## src/rtl/hybrid_pkg.sv

```systemverilog
// Shared definitions for the hybrid drive scheduler: one-hot state encodings
// and default sizing for the battery/tank level counters.
package hybrid_pkg;

   localparam int unsigned BAT_MAX_DEF       = 20;
   localparam int unsigned TANQUE_MAX_DEF    = 15;
   localparam int unsigned BAT_UMBRAL_DEF    = 4;
   localparam int unsigned REGEN_DIV_DEF     = 4;
   localparam int unsigned CAMBIO_CICLOS_DEF = 2;
   localparam int unsigned ANCHO_DEF         = 8;

   typedef enum logic [4:0] {
      StReposo    = 5'b00001,
      StElectrico = 5'b00010,
      StGas       = 5'b00100,
      StCambio    = 5'b01000,
      StAgotado   = 5'b10000
   } estado_e;

endpackage

```

## src/rtl/nivel_contador.sv

```systemverilog
// Saturating up/down level counter with synchronous full-load; an async reset
// also returns it to full.
module nivel_contador #(
   parameter int unsigned ANCHO = 8,
   parameter int unsigned MAX   = 20
) (
   input  logic             CLK,
   input  logic             REINICIO,
   input  logic             carga_i,
   input  logic             inc_i,
   input  logic             dec_i,
   output logic [ANCHO-1:0] nivel_o
);

   logic [ANCHO-1:0] nivel_q, nivel_d;

   // Load beats any same-edge count; simultaneous inc and dec cancel.
   always_comb begin
      nivel_d = nivel_q;
      if (carga_i) begin
         nivel_d = ANCHO'(MAX);
      end else if (inc_i && !dec_i) begin
         if (nivel_q < ANCHO'(MAX)) nivel_d = nivel_q + ANCHO'(1);
      end else if (dec_i && !inc_i) begin
         if (nivel_q != '0) nivel_d = nivel_q - ANCHO'(1);
      end
   end

   always_ff @(posedge CLK or negedge REINICIO) begin
      if (!REINICIO) nivel_q <= ANCHO'(MAX);
      else           nivel_q <= nivel_d;
   end

   assign nivel_o = nivel_q;

endmodule

```

## src/rtl/hybrid_drive_scheduler.sv

```systemverilog
// Chooses between the electric and gas motors from battery/tank levels, with
// regeneration while on gas and a dead-time whenever the source changes.
module hybrid_drive_scheduler
   import hybrid_pkg::*;
#(
   parameter int unsigned BAT_MAX       = BAT_MAX_DEF,
   parameter int unsigned TANQUE_MAX    = TANQUE_MAX_DEF,
   parameter int unsigned BAT_UMBRAL    = BAT_UMBRAL_DEF,
   parameter int unsigned REGEN_DIV     = REGEN_DIV_DEF,
   parameter int unsigned CAMBIO_CICLOS = CAMBIO_CICLOS_DEF,
   parameter int unsigned ANCHO         = ANCHO_DEF
) (
   input  logic             CLK,
   input  logic             REINICIO,
   input  logic             ARRANQUE,
   input  logic             MODO,
   input  logic             RECARGA_BAT,
   input  logic             RECARGA_TANQUE,
   output logic             MOTOR1,
   output logic             MOTOR2,
   output logic [ANCHO-1:0] NIVEL_BAT,
   output logic [ANCHO-1:0] NIVEL_TANQUE,
   output logic             AGOTADO
);

   localparam int unsigned REGEN_W  = (REGEN_DIV > 2) ? $clog2(REGEN_DIV) : 1;
   localparam int unsigned CAMBIO_W = (CAMBIO_CICLOS > 2) ? $clog2(CAMBIO_CICLOS) : 1;

   estado_e             state_q, state_d;
   estado_e             destino_q, destino_d;
   logic [REGEN_W-1:0]  regen_q, regen_d;
   logic [CAMBIO_W-1:0] cambio_q, cambio_d;

   logic [ANCHO-1:0] bat, tanque, bat_post;
   logic             bat_inc, bat_dec, tanque_dec;

   nivel_contador #(
      .ANCHO (ANCHO),
      .MAX   (BAT_MAX)
   ) u_bat (
      .CLK      (CLK),
      .REINICIO (REINICIO),
      .carga_i  (RECARGA_BAT),
      .inc_i    (bat_inc),
      .dec_i    (bat_dec),
      .nivel_o  (bat)
   );

   nivel_contador #(
      .ANCHO (ANCHO),
      .MAX   (TANQUE_MAX)
   ) u_tanque (
      .CLK      (CLK),
      .REINICIO (REINICIO),
      .carga_i  (RECARGA_TANQUE),
      .inc_i    (1'b0),
      .dec_i    (tanque_dec),
      .nivel_o  (tanque)
   );

   always_comb begin
      state_d    = state_q;
      destino_d  = destino_q;
      cambio_d   = '0;
      regen_d    = '0;
      bat_inc    = 1'b0;
      bat_dec    = 1'b0;
      tanque_dec = 1'b0;
      bat_post   = bat;
      unique case (state_q)
         StReposo: begin
            if (ARRANQUE) begin
               if (!MODO && bat > ANCHO'(BAT_UMBRAL)) state_d = StElectrico;
               else if (tanque != '0)                 state_d = StGas;
               else if (bat != '0)                    state_d = StElectrico;
               else                                   state_d = StAgotado;
            end
         end
         StElectrico: begin
            bat_dec = 1'b1;
            if (!ARRANQUE) begin
               state_d = StReposo;
            end else if (bat <= ANCHO'(BAT_UMBRAL) && tanque != '0) begin
               state_d   = StCambio;
               destino_d = StGas;
            end else if (bat <= ANCHO'(1) && tanque == '0) begin
               state_d = StAgotado;
            end
         end
         StGas: begin
            tanque_dec = 1'b1;
            if (regen_q == REGEN_W'(REGEN_DIV - 1)) begin
               bat_inc = 1'b1;
               if (bat < ANCHO'(BAT_MAX)) bat_post = bat + ANCHO'(1);
            end else begin
               regen_d = regen_q + REGEN_W'(1);
            end
            // The empty-tank decision sees the battery after this edge's regen.
            if (!ARRANQUE) begin
               state_d = StReposo;
            end else if (tanque <= ANCHO'(1)) begin
               if (bat_post != '0) begin
                  state_d   = StCambio;
                  destino_d = StElectrico;
               end else begin
                  state_d = StAgotado;
               end
            end else if (!MODO && bat == ANCHO'(BAT_MAX)) begin
               state_d   = StCambio;
               destino_d = StElectrico;
            end
            if (state_d != StGas) regen_d = '0;
         end
         StCambio: begin
            if (!ARRANQUE) begin
               state_d = StReposo;
            end else if (cambio_q == CAMBIO_W'(CAMBIO_CICLOS - 1)) begin
               state_d = destino_q;
            end else begin
               cambio_d = cambio_q + CAMBIO_W'(1);
            end
         end
         StAgotado: begin
            if (RECARGA_BAT || RECARGA_TANQUE) state_d = StReposo;
         end
         default: state_d = StReposo;
      endcase
   end

   always_ff @(posedge CLK or negedge REINICIO) begin
      if (!REINICIO) begin
         state_q   <= StReposo;
         destino_q <= StElectrico;
         regen_q   <= '0;
         cambio_q  <= '0;
      end else begin
         state_q   <= state_d;
         destino_q <= destino_d;
         regen_q   <= regen_d;
         cambio_q  <= cambio_d;
      end
   end

   always_comb begin
      MOTOR1  = 1'b0;
      MOTOR2  = 1'b0;
      AGOTADO = 1'b0;
      unique case (state_q)
         StElectrico: MOTOR1 = 1'b1;
         StGas:       MOTOR2 = 1'b1;
         StAgotado: begin
            MOTOR1  = 1'b1;
            MOTOR2  = 1'b1;
            AGOTADO = 1'b1;
         end
         default: ;
      endcase
   end

   assign NIVEL_BAT    = bat;
   assign NIVEL_TANQUE = tanque;

endmodule

```

## config.mk

```make
export PLATFORM = sky130hd
export DESIGN_NAME = hybrid_drive_scheduler
export DESIGN_NICKNAME = d
export VERILOG_FILES = /design/src/rtl/hybrid_pkg.sv /design/src/rtl/nivel_contador.sv /design/src/rtl/hybrid_drive_scheduler.sv
export SDC_FILE = /design/constraint.sdc
export NUM_CORES = 1
export LEC_CHECK = 0
export BUFFER_PORTS_ARGS = -buffer_cell sky130_fd_sc_hd__clkbuf_2
export CAP_MARGIN = 20
export CORE_MARGIN = 2
export CORE_UTILIZATION = 62
export DETAILED_ROUTE_END_ITERATION = 8
export PLACE_DENSITY = 0.85
export SETUP_SLACK_MARGIN = 0.15
export SYNTH_ARGS = -nofsm -noshare
export SYNTH_HDL_FRONTEND = slang
export SYNTH_SLANG_ARGS = --single-unit
```

## constraint.sdc

```tcl
create_clock -name CLK -period 7 [get_ports CLK]
set_clock_uncertainty 0.1 [all_clocks]
set_input_delay 0.7 -clock CLK [delete_from_list [all_inputs] [get_ports CLK]]
set_output_delay 0.7 -clock CLK [all_outputs]
set_load 0.02 [all_outputs]
```

==> results.yml <==
detailed_routing:
  met3WireLength_um: 324
  wl_per_cell_um: 16.9
  ant_nets: 0
  viasPerCell: 6.61
  drt-total-wl_mm: 4.48
  drt-met1-wl_mm: 2.06
  drt_iter0_markers: 174
  drt_pass1_iterations: 4
  highest_layer: "met4"
  drc: 0
  vias: 1751
  wl_met2_mm: 2.03
timing:
  drv_slew: 0
  setup_tns_ns: 0
  max_slew.worst_pin.slew_ns: 0.694
  finalHoldViolations: 0
  fmax_ghz: 0.372
  fin_crit_ns: 2.69
  fin_crit_sh_pct: 38.4
  finalSetupViolCount: 0
  relSlewSlack_pct: 53.4
  rsz0062_at_grt: "no"
  fin_ws_ns: 4.31
die:
  core_um2: 3000
  die_h_um: 59.9
  std_cell_rows: 20
  die_x_um: 59.9
  initial_core_util_pct: 64.5
  io_pins: 25
  dieArea_um2: 3590
place:
  preCtsSetupSlack_ns: 4.49
  portBuffers: 24
  dp_hpwl_mm: 3.19
  gp_congestion: 0.899
clocking:
  cts_buffers: 3
  cts_resized: 0
  root_buffer: "clkbuf_4"
  clk_pin_slew_ns: 0.14
  post-cts-setup-buffer-count: 0
  clkLatencyLatePin_ns: 0.33
  clkSinkCount: 26
  cts_tree: "done"
  clockBufferDepth: 2
  htreeDepth: 1
  cts_hold_buffers: 0
synth:
  synth_cell_types: 59
  synth_seq_area_share_pct: 34.1
  synth_compound_area_share_pct: 16.8
  synth_nets: 228
  syn-cell-area_um2: 1940
  ys_ff_latch: 26
  synth_top_family_by_area: "simple AND/OR/NAND/NOR gates"
  synthArstFlopShare_pct: 100
  synth_edf_count: 0
  synth_xor_area_share_pct: 5.43
  synthAdderAreaFrac_pct: 4.52
  avgSynthCellArea_um2: 9.00
  postSynthCellCount: 215
  ys.flop_type: "dfrtp_1"
  synth_top_area_share_pct: 23.3
  synth_warnings: 0
  yosys.area_share.simple_pct: 32.8
  synthMuxAreaShare_pct: 0.517
  synthTopCellsByArea: "dfrtp_1 (23%), dfstp_2 (11%), ha_1 (4.5%), nor2_1 (4.3%), xnor2_1 (3.2%)"
  yosys.area.top_type: "dfrtp_1"
global_routing:
  grt_start_max_net_pins: 27
  antenna_found_initial: 0
  grt_pass1_vias: 1514
  grt_overflow: 0
  grt_use_total_pct: 26.9
  grt_first_pass_wirelength_mm: 7.37
cells_and_area:
  layout-drive-gt1-share_pct: 20.3
  nNetsFinal: 246
  antenna_cells: 0
  area_delta_synth_final_pct: 7.43
worst_setup_path:
  cp_slowest_cell: "dfrtp_1"
  worst-path-max-fanout: 11
  end_kind: "output port"
  cp_cell_sequence: "nor3b_1 -> and2_1 -> nand2b_1 -> clkbuf_2"
  reg2reg_depth: 7
  arrival_ns: 1.89
  critPathMaxStageDelay_ns: 0.51
  critPathRequiredTime_ns: 6.20
  cp-start-kind: "register"
  worst-setup-path-type: "reg -> out"
power:
  max-vdd-ir-drop_uv: 124
  p_leak_nw: 0.889
  powerDensity_nw_per_um2: 264
run:
  max-cap-violations: 0
hold_path:
  hold_class: "in -> async"
outcome:
  status: "completed"
-- stage by stage --
step	utilization (%)	area (µm²)	hold slack (ns)	power (mW)	instances
after global routing	69.3	2080	0.313	0.583	265
after floorplan	-	1940	0.304	0.389	215
final	69.3	2080	0.265	0.548	265
after detailed placement	67.5	2030	0.329	0.438	261
after global placement	67.5	2030	0.332	0.434	261
after CTS	69.3	2080	0.275	0.546	265
-- power breakdown --
part / internal (mW) / switching [mW]
combinational: 0.0868 / 0.138
sequential: 0.178 / 0.0404
clock: 0.0579 / 0.0466
-- critical path: cells and delay by family, from the launching register on --
kind | cells | cell delay [ns]
buffers and inverters | 1 | 0.16
flip-flops | 1 | 0.51
AND/OR/NAND/NOR | 3 | 0.88
-- cells in the final DEF (no fill, tap or decap), types with 3 or more instances in the layout --
cell and count:
clkbuf_2 24, nor2_1 22, dfrtp_1 18, nand3_1 12, inv_1 11, nor3_1 9
nor4_1 9, nand2b_1 9, dfstp_2 8, o21ai_0 7, nand4_1 7, a21oi_1 7
xnor2_1 7, ha_1 7, and3_1 5, xor2_1 5, or3_1 3, nand4b_1 3
o211ai_1 3, nand2_1 3, a22oi_1 3, clkbuf_4 3
-- final cells by class --
class                           instances  area (µm²)
Multi-Input combinational cell        167        1160
Clock buffer                            3        22.5
Clock inverter                          1        30.0
Fill cell                             245         923
Tap cell                               33        41.3
Timing Repair Buffer                   24         120
Inverter                               11        41.3
Sequential cell                        26         661
-- Yosys cell counts (all sizes together) (6+ instances only) --
library cell,instances
a21oi,7
clkbuf,6
dfrtp,18
dfstp,8
ha,7
inv,11
nand2b,9
nand3,12
nand4,7
nor2,22
nor3,9
nor4,10
o21ai,9
xnor2,7
-- flip-flops by register name, summed over array words and instances (netlist names) --
signal / count
state_q: 5
destino_q: 2
regen_q: 2
u_bat.nivel_o: 8
u_tanque.nivel_o: 8
cambio_q: 1
-- cells by family after synthesis --
logic type | after synthesis
compound gates | 44
xor+xnor | 12
fa+ha+maj | 7
buf+inv | 22
flops | 26
mux | 1
simple gates | 103
-- worst paths after layout --
check | end | start | slack [ns]
hold reg to reg | regen_q[0]$_DFF_PN0_ | regen_q[0]$_DFF_PN0_ | 0.36
setup reg to reg | regen_q[1]$_DFF_PN0_ | u_bat.nivel_o[0]$_DFFE_PN0P_ | 4.42
min in group CLK | regen_q[0]$_DFF_PN0_ | regen_q[0]$_DFF_PN0_ | 0.36
max in group asynchronous | u_bat.nivel_o[1]$_DFFE_PN0P_ | REINICIO | 6.12
setup / recovery | MOTOR1 | state_q[2]$_DFFE_PN0P_ | 4.31
hold / removal | u_tanque.nivel_o[7]$_DFFE_PN0P_ | REINICIO | 0.27
-- metal layers --
metal	GRT usage (%)	vias up
li1	-	849
met1	41.0	823
met2	40.1	71
met3	2.60	8
met4	8.57	0
met5	0	-
Power figures use the tool's default switching activity.
